<file path="config.mk">
export PLATFORM = sky130hd
export DESIGN_NAME = xadc_multi_channel_monitor
export DESIGN_NICKNAME = d
export VERILOG_FILES = /design/src/rtl/xadc_multi_channel_monitor.sv
export SDC_FILE = /design/constraint.sdc
export NUM_CORES = 1
export LEC_CHECK = 0
export ABC_AREA = 1
export CAP_MARGIN = 20
export CELL_PAD_IN_SITES_DETAIL_PLACEMENT = 1
export CELL_PAD_IN_SITES_GLOBAL_PLACEMENT = 1
export CORE_ASPECT_RATIO = 0.9
export CORE_MARGIN = 2
export CORE_UTILIZATION = 45
export CTS_CLUSTER_SIZE = 25
export DETAILED_ROUTE_END_ITERATION = 16
export HOLD_SLACK_MARGIN = 0.1
export PLACE_DENSITY_LB_ADDON = 0.1
export SYNTH_ARGS = -nofsm -noshare
export SYNTH_HDL_FRONTEND = slang
export SYNTH_SLANG_ARGS = --single-unit
</file>
<file path="constraint.sdc">
create_clock -name CLK100MHZ -period 6.5 [get_ports CLK100MHZ]
set_input_delay 1.3 -clock CLK100MHZ [delete_from_list [all_inputs] [get_ports CLK100MHZ]]
set_output_delay 1.3 -clock CLK100MHZ [all_outputs]
set_load 0.005 [all_outputs]
</file>
<file path="src/rtl/xadc_multi_channel_monitor.sv">
// Scans NUM_CH XADC auxiliary channels over the DRP once per sample period,
// box-car averages 2^AVG_LOG2 scans per channel and latches saturation.
module xadc_multi_channel_monitor #(
    parameter int                     NUM_CH     = 2,
    parameter logic [7*NUM_CH-1:0]    CH_ADDR    = {7'h1E, 7'h16},
    parameter int                     SAMPLE_DIV = 10000000,
    parameter int                     AVG_LOG2   = 2,
    parameter logic [15:0]            SAT_LIMIT  = 16'hFFD0,
    parameter int                     TIMEOUT    = 64
) (
    input  logic                     CLK100MHZ,
    input  logic                     rst,
    input  logic                     enable,
    output logic [6:0]               drp_daddr,
    output logic                     drp_den,
    input  logic [15:0]              drp_do,
    input  logic                     drp_drdy,
    output logic [12*NUM_CH-1:0]     ch_data,
    output logic [NUM_CH-1:0]        ch_sat,
    output logic                     data_valid,
    output logic                     overrun,
    output logic                     drp_err
);

    localparam int CH_W   = (NUM_CH > 1) ? $clog2(NUM_CH) : 1;
    localparam int DIV_W  = $clog2(SAMPLE_DIV);
    localparam int TO_W   = $clog2(TIMEOUT + 1);
    localparam int ACC_W  = 12 + AVG_LOG2;
    localparam int SCAN_W = AVG_LOG2 + 1;

    localparam logic [CH_W-1:0]   LAST_CH   = CH_W'(NUM_CH - 1);
    localparam logic [DIV_W-1:0]  LAST_TICK = DIV_W'(SAMPLE_DIV - 1);
    localparam logic [TO_W-1:0]   LAST_WAIT = TO_W'(TIMEOUT - 1);
    localparam logic [SCAN_W-1:0] LAST_SCAN = SCAN_W'((1 << AVG_LOG2) - 1);

    typedef enum logic [2:0] {
        ST_IDLE  = 3'd0,
        ST_ISSUE = 3'd1,
        ST_WAIT  = 3'd2,
        ST_ACC   = 3'd3,
        ST_NEXT  = 3'd4
    } state_t;

    state_t              state_r;
    logic [CH_W-1:0]     ch_r;
    logic [DIV_W-1:0]    tick_cnt_r;
    logic [TO_W-1:0]     wait_cnt_r;
    logic [15:0]         sample_r;
    logic [ACC_W-1:0]    acc_r [NUM_CH];
    logic [NUM_CH-1:0]   sat_r;
    logic [SCAN_W-1:0]   scan_cnt_r;
    logic                tick_s;
    logic [11:0]         code_s;
    logic                sat_s;

    // Saturated raw words are pinned to full scale before averaging.
    function automatic logic [11:0] sample_code(input logic [15:0] raw);
        if (raw > SAT_LIMIT) begin
            return 12'hFFF;
        end else begin
            return raw[15:4];
        end
    endfunction

    // Per-sample code and saturation flag derived from the captured DRP word.
    always_comb begin
        code_s = sample_code(sample_r);
        sat_s  = (sample_r > SAT_LIMIT);
    end

    assign tick_s = enable && (tick_cnt_r == LAST_TICK);

    // Sample-period counter; parked at zero while scanning is disabled.
    always_ff @(posedge CLK100MHZ or posedge rst) begin
        if (rst) begin
            tick_cnt_r <= '0;
        end else if (!enable || (tick_cnt_r == LAST_TICK)) begin
            tick_cnt_r <= '0;
        end else begin
            tick_cnt_r <= tick_cnt_r + DIV_W'(1);
        end
    end

    // Scan sequencer, accumulators and all registered outputs.
    always_ff @(posedge CLK100MHZ or posedge rst) begin
        if (rst) begin
            state_r    <= ST_IDLE;
            ch_r       <= '0;
            wait_cnt_r <= '0;
            sample_r   <= 16'h0000;
            sat_r      <= '0;
            scan_cnt_r <= '0;
            drp_daddr  <= CH_ADDR[6:0];
            drp_den    <= 1'b0;
            ch_data    <= '0;
            ch_sat     <= '0;
            data_valid <= 1'b0;
            overrun    <= 1'b0;
            drp_err    <= 1'b0;
            for (int i = 0; i < NUM_CH; i++) begin
                acc_r[i] <= '0;
            end
        end else begin
            drp_den    <= 1'b0;
            data_valid <= 1'b0;
            // A tick during an active scan is dropped, never queued.
            if (tick_s && (state_r != ST_IDLE)) begin
                overrun <= 1'b1;
            end
            case (state_r)
                ST_IDLE: begin
                    if (tick_s) begin
                        ch_r      <= '0;
                        drp_daddr <= CH_ADDR[6:0];
                        drp_den   <= 1'b1;
                        state_r   <= ST_ISSUE;
                    end
                end
                ST_ISSUE: begin
                    wait_cnt_r <= '0;
                    state_r    <= ST_WAIT;
                end
                ST_WAIT: begin
                    if (drp_drdy) begin
                        sample_r <= drp_do;
                        state_r  <= ST_ACC;
                    end else if (wait_cnt_r == LAST_WAIT) begin
                        sample_r <= 16'h0000;
                        drp_err  <= 1'b1;
                        state_r  <= ST_ACC;
                    end else begin
                        wait_cnt_r <= wait_cnt_r + TO_W'(1);
                    end
                end
                ST_ACC: begin
                    acc_r[ch_r] <= acc_r[ch_r] + ACC_W'(code_s);
                    if (sat_s) begin
                        sat_r[ch_r] <= 1'b1;
                    end
                    state_r <= ST_NEXT;
                end
                ST_NEXT: begin
                    if (ch_r != LAST_CH) begin
                        ch_r      <= ch_r + CH_W'(1);
                        drp_daddr <= CH_ADDR[7*(int'(ch_r)+1) +: 7];
                        drp_den   <= 1'b1;
                        state_r   <= ST_ISSUE;
                    end else begin
                        state_r <= ST_IDLE;
                        // A full window is published even if enable just fell;
                        // only a partial window is thrown away.
                        if (scan_cnt_r == LAST_SCAN) begin
                            for (int i = 0; i < NUM_CH; i++) begin
                                ch_data[12*i +: 12] <= acc_r[i][AVG_LOG2 +: 12];
                                acc_r[i]            <= '0;
                            end
                            ch_sat     <= sat_r;
                            sat_r      <= '0;
                            scan_cnt_r <= '0;
                            data_valid <= 1'b1;
                        end else if (!enable) begin
                            for (int i = 0; i < NUM_CH; i++) begin
                                acc_r[i] <= '0;
                            end
                            sat_r      <= '0;
                            scan_cnt_r <= '0;
                        end else begin
                            scan_cnt_r <= scan_cnt_r + SCAN_W'(1);
                        end
                    end
                end
                default: begin
                    state_r <= ST_IDLE;
                end
            endcase
        end
    end

endmodule

</file>
==> impl_metrics.yaml, run 1 <==
run_status:
  outcome: "completed"
cells_and_area:
  area_growth_pct: 18.3
  layout_common_cells: "nand2_1 (212), inv_1 (120), dfrtp_1 (115)"
  seq_area_um2: 2900
  final_common_cell: "nand2_1"
  multiInputGateArea_um2: 2660
  nFillCells: 1681
  finalNetCount: 892
  diodes: 0
  fin_cells: 1036
  drive_gt1_share_pct: 7.26
global_routing:
  grtUsageTotal_pct: 24.3
  antenna_found_initial: 0
  grt-ovfl-total: 0
  grt_pass1_vias: 5508
  grt_max_degree: 75
  grt_pass1_wl_um: 27900
worst_setup_path:
  cpMostUsedCell: "nand2_1"
  required_ns: 6.80
  r2r_start: "ch_r"
  crit_slowest_cell: "nor2_1"
  start_kind: "flop"
  rr_endpoint: "acc_r[26]"
  cp_num_buf_inv: 2
  slowest_delay_ns: 0.87
  regToRegSetupSlack_ns: 3.58
  cp.arrival_ns: 3.22
  reg2reg_depth: 6
  path_delay_family: "simple AND/OR/NAND/NOR gates"
  crit_start: "ch_r"
  cp_num_cells: 6
  worst-setup-path-type: "reg2reg"
  crit_path_end_kind: "flop"
  path_max_fanout: 33
  path_cells: "nor2_1 > inv_1 > a21oi_2 > inv_2 > nand2_1 > nand2_1"
timing:
  fin_crit_sh_pct: 45.0
  finalSetupViolCount: 0
  drv_slew: 0
  slew-limit-headroom_pct: 33.5
  fmax_ghz: 0.342
  hold_violations: 0
  fin_setup_tns_ns: 0
  rsz0062_at_grt: "false"
  worst_pin_slew_ns: 0.998
  finClkSkew_ns: 0.00612
  finalCriticalPeriod_ns: 2.92
cts:
  cts_tree: "built"
  clkTransAtPathRegs_ns: 0.05
  post_cts_resized: 0
  htreeDepth: 4
  clockBufferDepth: 2
  cts_setup_buffers: 0
  clk_latency_ns: 0.42
  cts_inserted_buffers: 17
  cts_num_sinks: 116
  holdBufCountCts: 0
  cts-root-buf: "clkbuf_16"
synth:
  synth_compound_area_share_pct: 8.68
  yosys.area.top_type: "dfrtp_1"
  synthFlopType: "dfrtp_1"
  netlist.area_leader.share_pct: 46.3
  avgSynthCellArea_um2: 7.66
  synthMuxAreaShare_pct: 0.161
  yosysUniqueCellTypes: 38
  postSynthCellCount: 811
  synth_edf_count: 0
  synthSimpleGateAreaFrac_pct: 27.8
  synth_adder_area_share_pct: 3.54
  synth_area_um2: 6220
  synth_top_family_by_area: "simple AND/OR/NAND/NOR gates"
  ys_seq_elements: 116
  async_flop_share_pct: 100
  synth_xor_xnor_area_share_pct: 2.40
  ys_seq_area_share_pct: 46.7
  synth_area_leaders: "dfrtp_1 (46%), nand2_1 (13%), inv_1 (7.3%)"
  yosys_warnings: 0
power_and_ir_drop:
  power.density_nw_per_um2: 420
  power_mw: 3.09
  ir_drop_uv: 238
  p_leak_nw: 3.53
floorplanning:
  core-area_um2: 13400
  die_w_um: 128
  dieArea_um2: 14800
  die_h_um: 116
  io-pin-count: 57
  rows: 40
  start_util_pct: 46.3
routing:
  routed_wl_um: 16600
  vias: 5409
  wl_per_cell_um: 16.1
  drtIter0Drc: 235
  first_pass_iters: 5
  ant_nets: 0
  vias_per_cell: 5.22
  drc_errors: 0
worst_hold_path:
  holdPathStages: 2
  min_path_type: "reg2reg"
  whs_endpoint: "ch_data[21]"
  hp-start: "ch_data[21]"
place:
  port_buffers: 53
  dp_cells: 1004
  place_hpwl_um: 12300
  finalWeightedCongestion: 0.848
run:
  maxCapViolCount: 0
[state kept, by name, indices dropped and copies added, names as in the netlist, 2 cells and up]
register,cells
acc_r,28
ch_data,24
ch_sat,2
drp_daddr,2
sample_r,16
sat_r,2
scan_cnt_r,3
state_r,3
tick_cnt_r,24
wait_cnt_r,7
[cell usage after synthesis, types with 3 or more instances]
library cell and n:
o22ai_1 10, o21ai_0 47, a21oi_1 10, or2_2 4
nor2_1 80, clkbuf_1 17, buf_2 3, xnor2_1 3
dfrtp_1 115, inv_2 6, xor2_1 14, nand4_1 14
nand3_1 67, nor3_1 19, o21ai_1 9, ha_1 16
nand2_1 212, buf_4 8, o21ai_2 11, inv_1 121
buf_6 4
[cell families after synthesis]
| group | after synthesis |
|---|---|
| adder cells (fa/ha/maj) | 17 |
| multiplexers | 1 |
| other | 1 |
| buffers and inverters | 159 |
| XOR/XNOR | 17 |
| AND/OR/NAND/NOR | 407 |
| AO/OA/AOI/OAI | 93 |
| flip-flops | 116 |
[layer usage]
| layer | vias to the layer above | share of wire (%) | track usage [%] |
|---|---|---|---|
| met5 | - | 0 | 0 |
| met4 | 0 | 1.1 | 7.91 |
| met3 | 13 | 4.5 | 4.52 |
| met2 | 117 | 45 | 37.5 |
| met1 | 2639 | 49 | 35.0 |
| li1 | 2640 | - | - |
[worst reg2reg max path: stages (launching register included)]
cell and delay (ns):
dfrtp_1 0.75, nor2_1 0.88, inv_1 0.34, a21oi_2 0.55, inv_2 0.14, nand2_1 0.10, nand2_1 0.06
[stage by stage]
| stage | setup slack, ns | area [um2] | utilization [%] | hold WS [ns] |
|---|---|---|---|---|
| 2_1_floorplan | 2.13 | 6220 | - | 0.431 |
| 3_3_place_gp | 3.47 | 6790 | 50.6 | 0.449 |
| 4_1_cts | 3.59 | 7350 | 54.8 | 0.473 |
| 3_5_place_dp | 3.36 | 6800 | 50.7 | 0.455 |
| 6_report | 3.58 | 7350 | 54.8 | 0.468 |
| 5_1_grt | 3.30 | 7350 | 54.8 | 0.500 |
[where the power goes]
part           internal (mW)  leakage [nW]  switching [mW]  total [mW]
Sequential             0.895          1.54           0.138        1.03
Combinational          0.401          1.71           0.777        1.18
Clock                  0.552         0.273           0.324       0.876
[worst max path at each step]
stage,to,slack (ns)
floorplan,acc_r[0],2.13
global placement,sample_r[13],3.47
detailed placement,sample_r[12],3.36
CTS,acc_r[26],3.59
global route,acc_r[23],3.30
finish,acc_r[26],3.58
[final cells by class]
class	instances	share of cell area [%]
sequential	116	39.5
tap	168	2.86
multi-input combinational	538	36.2
inverter	127	6.52
timing repair buffer	55	7.42
clock inverter	9	1.07
clock buffer	23	6.50
Note: power is estimated with default switching activity, not from simulation.
==> run 2: changes to the inputs <==
CORE_UTILIZATION = 43   (was 45)
clock period = 2.8 ns   (was 6.5 ns; I/O delays follow)
==> run 2 against run 1 <==
Against the previous run:
- die area rose by 4.5%
- sequential share of layout area fell by 0.70 points
- clock skew rose by 0.0014 ns
- fmax rose by 12%
- hold slack got worse by 0.023 ns
- setup slack got worse by 3.4 ns
- wire length rose by 3.7%
- non-clock buffer count rose by 9
- clock power rose by 140%
- critical path depth rose by 6
- flip-flop and latch count did not move
- largest power group unchanged
==> impl_metrics.yaml, run 2 (synthesis results as in run 1) <==
cells_and_area:
  finalNetCount: 901
  seq_area_um2: 2910
  reg_top3: "acc_r (28), ch_data (24), tick_cnt_r (24)"
  multiInputGateArea_um2: 2670
  diodes: 0
  drive_gt1_share_pct: 8.44
  largest_register_ff_count: 28
  area_growth_pct: 20.5
  layout_common_cells: "nand2_1 (212), inv_1 (120), dfrtp_1 (114)"
  final_common_cell: "nand2_1"
  nFillCells: 1794
  largest-register: "acc_r"
timing:
  drv_slew: 0
  slew-limit-headroom_pct: 45.9
  finalSetupViolCount: 0
  worst_pin_slew_ns: 0.811
  hold_violations: 0
  fin_crit_sh_pct: 93.0
  finalCriticalPeriod_ns: 2.60
  fmax_ghz: 0.384
  finClkSkew_ns: 0.00748
  hold_slack_ns: 0.445
floorplanning:
  start_util_pct: 44.2
  dieArea_um2: 15400
  die_h_um: 118
  core-area_um2: 14100
  die_w_um: 131
  rows: 41
  io-pin-count: 57
power_and_ir_drop:
  switching_power_mw: 2.94
  p_clk_share_pct: 28.4
  p_comb_share_pct: 39.2
  power.density_nw_per_um2: 979
  p_seq_share_pct: 32.5
  ir_drop_uv: 529
  power_mw: 7.34
  p_leak_nw: 3.58
  switching_share_pct: 40.1
  power.internal_mw: 4.40
run:
  maxCapViolCount: 0
cts:
  clockBufferDepth: 2
  cts_tree: "built"
  cts_inserted_buffers: 17
  htreeDepth: 4
  clk_latency_ns: 0.42
  holdBufCountCts: 0
  cts-root-buf: "clkbuf_16"
  clkTransAtPathRegs_ns: 0.06
  cts_num_sinks: 116
routing:
  wl_per_cell_um: 16.1
  drc_errors: 0
  ant_nets: 0
  vias_per_cell: 5.10
  vias: 5456
  drtIter0Drc: 317
  first_pass_iters: 5
  routed_wl_um: 17200
global_routing:
  use_met1_pct: 35.5
  antenna_found_initial: 0
  grt.met2_usage_pct: 35.7
  grtUsageTotal_pct: 24.0
  grt_use_met3_pct: 4.82
  grt_pass1_vias: 5736
  grt-ovfl-total: 0
  grt_pass1_wl_um: 28900
  busiest_layer: "met2"
  grt_max_degree: 107
worst_setup_path:
  cp.arrival_ns: 2.96
  slowest_delay_ns: 0.51
  path_cells: "buf_4 > o21ai_0 > ha_1 > nand2_1 > inv_1 > nand2_1 > nand2_1 > inv_1 > nand2_1 > xor2_1 > nand2_1 > nand2_1"
  crit_path_end_kind: "flop"
  cp_num_buf_inv: 3
  worst-setup-path-type: "reg2reg"
  regToRegSetupSlack_ns: 0.20
  start_kind: "flop"
  path_max_fanout: 18
  crit_slowest_cell: "dfrtp_2"
  path_delay_family: "simple AND/OR/NAND/NOR gates"
  required_ns: 3.16
  cpMostUsedCell: "nand2_1"
worst_hold_path:
  min_path_type: "in2async"
run_status:
  outcome: "completed"
place:
  place_hpwl_um: 12600
  finalWeightedCongestion: 0.875
  port_buffers: 53
[run 2: cell types whose count changed in the layout (fill, tap and decap cells not counted), moves of 2 or more]
| cell | delta |
|---|---|
| clkbuf_1 | +3 |
| clkbuf_8 | +2 |
| clkinv_2 | -3 |
| buf_4 | +8 |
[run 2: timing repair]
action | 4_1_cts | 5_1_grt
gates resized for setup | 0 | 5
setup endpoints to repair | 0 | 10
setup buffers | 0 | 2
[run 2: worst paths after layout]
check | start | to | cells after the start
setup / recovery | ch_r | acc_r[21] | 12
hold / removal | rst | drp_err | 2
setup reg to reg | ch_r | acc_r[21] | 12
hold reg to reg | tick_cnt_r[0] | tick_cnt_r[0] | 1
max in group asynchronous | rst | ch_r | 3
min in group CLK100MHZ | tick_cnt_r[0] | tick_cnt_r[0] | 1
[run 2: power groups by stage]
stage	registers (mW)	logic [mW]	clock network, mW
5_1_grt	2.44	3.26	2.19
6_report	2.38	2.87	2.08
4_1_cts	2.38	2.83	2.12
3_5_place_dp	2.40	2.78	0
3_3_place_gp	2.37	2.66	0
2_1_floorplan	2.30	1.95	0
[run 2: area by class of cell]
type                            count  area share, %
Clock buffer                       28           6.90
Sequential cell                   116           38.8
Inverter                          127           6.41
Timing Repair Buffer               64           8.35
Clock inverter                      4          0.635
Multi-Input combinational cell    538           35.7
Tap cell                          193           3.22
[run 2: through the flow]
stage / instances / utilization [%] / cell area [um2] / TNS, ns / worst slack [ns]
2_1_floorplan: 813 / - / 6230 / 0 / 0.258
3_3_place_gp: 1036 / 49.1 / 6900 / 0 / 0.260
3_5_place_dp: 1036 / 49.1 / 6900 / 0 / 0.157
4_1_cts: 1068 / 53.1 / 7460 / 0 / 0.0541
5_1_grt: 1070 / 53.3 / 7490 / -0.0229 / -0.0229
6_report: 1070 / 53.3 / 7490 / 0 / 0.197
[run 2: routing by layer]
layer / routed length, um / vias to the layer above / share of wire (%)
met5: 0 / - / 0
met3: 724 / 26 / 4.2
li1: - / 2655 / -
met2: 7690 / 120 / 45
met1: 8550 / 2655 / 50
met4: 282 / 0 / 1.6
==> edit (config.mk and constraints of run 2) <==
Set the parameter `SAMPLE_DIV` to 20000000 (it was 10000000).
--- a/src/rtl/xadc_multi_channel_monitor.sv
+++ b/src/rtl/xadc_multi_channel_monitor.sv
@@ -3,7 +3,7 @@
 module xadc_multi_channel_monitor #(
     parameter int                     NUM_CH     = 2,
     parameter logic [7*NUM_CH-1:0]    CH_ADDR    = {7'h1E, 7'h16},
-    parameter int                     SAMPLE_DIV = 10000000,
+    parameter int                     SAMPLE_DIV = 20000000,
     parameter int                     AVG_LOG2   = 2,
     parameter logic [15:0]            SAT_LIMIT  = 16'hFFD0,
     parameter int                     TIMEOUT    = 64
Check against the original RTL: same outputs for any inputs over 10 cycles, from zero or initial values and one cycle with rst high; that may be too few to reach the edited logic, so the function may still have changed.
==> edit against run 2 <==
Sequential cell count increased by 1; maximum frequency decreased by 3.1%; routed wire length increased by 0.21%; power decreased by 0.31%; sequential share of layout area increased by 0.10 points; final area increased by 0.60%; synthesized area increased by 0.12%; combinational power decreased by 2%; die area increased by 0.12%; setup slack got worse by 84 ps; synthesized cell count decreased by 0.12%; critical endpoint is now acc_r[20].
==> edit: results (changes against run 2) <==
run status finished clean; largest family of logic cells by synthesized area simple AND/OR/NAND/NOR gates; share of flip-flops with an asynchronous set or reset after synthesis 100% (unchanged); GR Util All Layers 24.0% (-0.027 points); Hold Crit Class input port to asynchronous set/reset pin; clock transition time at the flip-flop clock pins of the worst setup and hold paths 50 ps; Post-Syn Area per Cell 7.68 um^2 (+0.24%); Synth Area in Compound Gates 8.69% (+0.0096 points); worst setup timing slack at the placement stage 109 ps (-48.1 ps); arithmetic-cell share of the synthesized area counting full adders, half adders and majority gates 3.54% (-0.0043 points); port buffer count 53 (unchanged); maximum count of clock buffers along a single path 2 (unchanged); H-tree depth 4 (unchanged); worst reg2reg path startpoint sample_r[1]; number of antenna violations at the first check in global routing 0 (unchanged); First DRT Iteration DRCs 294 (-7.3%); post-detailed-route wirelength per cell 16.1 um (about the same); stage delay of the slowest cell on the critical path 360 ps (-150 ps); final weighted congestion in routability-driven placement 0.898 (+2.7%); number of placed instances with taps included 1038 (+0.19%); master of the slowest instance on the critical path dfrtp_1; count of warnings emitted by yosys 0 (unchanged); detailed-routing iteration count for the pre-antenna-repair pass 5 (unchanged); highest ir drop seen on vdd 516 uV (-2.4%); Synth top cells by count 226 x nand2_1, 116 x dfrtp_1, 114 x inv_1; dominant delay contributor by cell family on the critical path simple AND/OR/NAND/NOR gates; Synth area leader dfrtp_1; fraction of synthesized cell area in xor and xnor cells 2.53% (+0.14 points); vias per cell 5.11 (+0.31%); fraction of layout instances using a drive strength above 1 8.19% (-0.25 points); largest registers acc_r (28), tick_cnt_r (25), ch_data (24); half-perimeter wire length of the detailed placement result 12.8 mm (+1.2%); # fillers 1745 (-2.7%); number of nets in the finished design 903 (+0.22%); wire length of the first global-routing pass 28.7 mm (-0.62%); mux share of post-synthesis cell area 0.161% (-0.00019 points); Slew Limit Headroom 34.3% (-12 points); sequential fraction of the synthesis area 47.1% (+0.35 points); worst clock skew 7.85 ps (+0.370 ps); Inserted Clock Buffers 17 (unchanged); number of distinct library cells after synthesis 39 (+2.6%); Static Leak 3.62 nW (+1.1%); maximum number of pins on one net before global-route repair 72 (-33%); category of the worst setup path launch point flop; number of enable-type register cells in the synthesized netlist 0 (unchanged); # Max-Cap Violations 0 (unchanged); biggest area contributors in the synthesized netlist dfrtp_1 47%, nand2_1 14%, inv_1 6.9%; Clk Latency, worst-skew pair 430 ps; diode count 0 (unchanged); top fanout value on the critical path 3 (-15); Root Buffer clkbuf_16; via count of the first global-routing pass 5680 (-0.98%); via count 5483 (+0.49%); Arrival @ worst endpoint 2960 ps (about the same)
## edit: cell types whose count changed in the layout (fill, tap and decap cells not counted), moves of 3 or more
cell / before / now
inv_1: 120 / 113
buf_4: 10 / 13
clkbuf_1: 6 / 2
nor2_1: 80 / 72
nand2_1: 212 / 226
o21ai_0: 47 / 44
o21ai_1: 9 / 17
nand3_1: 66 / 62
clkinv_2: 2 / 5
## edit: worst paths after layout
kind | to | slack (ps) | cells after the start
min in group CLK100MHZ | ch_data[17] | 480 | 2
worst min-delay path | ch_data[19] | 400 | 2
worst min register to register | ch_data[17] | 480 | 2
max in group asynchronous | drp_daddr[4] | 1750 | 3
worst max register to register | acc_r[20] | 110 | 17
worst max-delay path | acc_r[20] | 110 | 17
## edit: logic make-up after synthesis
group	count (synthesis)
compound gates	96
other cells	1
buf+inv	151
simple gates	409
mux	1
xor+xnor	18
flops	117
fa+ha+maj	17
## edit: repair_timing
| item | CTS | global route |
|---|---|---|
| resized for setup | 0 | 5 |
| setup endpoints to repair | 0 | 8 |
| setup buffers | 0 | 2 |
## edit: per-stage QoR
stage	hold slack [ps]	instance area, um^2
2_1_floorplan	449	6230
3_3_place_gp	456	6940
3_5_place_dp	461	6940
4_1_cts	394	7510
5_1_grt	402	7540
6_report	404	7540
## edit: area by class of cell
cell class / count / area [um^2] / area share (%)
sequential: 117 / 2930 / 38.9
multi-input combinational: 544 / 2690 / 35.7
timing repair buffer: 67 / 648 / 8.60
clock buffer: 24 / 502 / 6.66
inverter: 119 / 450 / 5.98
tap: 193 / 241 / 3.20
clock inverter: 8 / 72.6 / 0.963
## edit: routing by layer
| layer | track usage (%) | vias to the layer above | routed length, um |
|---|---|---|---|
| met1 | 35.4 | 2695 | 8700 |
| met3 | 5.98 | 18 | 730 |
| li1 | - | 2666 | - |
| met4 | 5.65 | 0 | 194 |
| met5 | 0 | - | 0 |
| met2 | 35.4 | 104 | 7660 |
## edit: worst reg2reg max path, delay by kind of cell, from the launching register on
family | cells | cell delay [ps]
and+or+nand+nor | 11 | 1440
adders and majority gates | 2 | 430
DFF | 1 | 360
buffers and inverters | 3 | 230
AOI/OAI and AO/OA | 1 | 80
## edit: power breakdown
part | switching [mW] | total (mW) | leakage [nW] | internal (mW)
Clock | 0.775 | 2.11 | 0.290 | 1.33
Combinational | 1.85 | 2.82 | 1.78 | 0.968
Sequential | 0.311 | 2.39 | 1.55 | 2.08
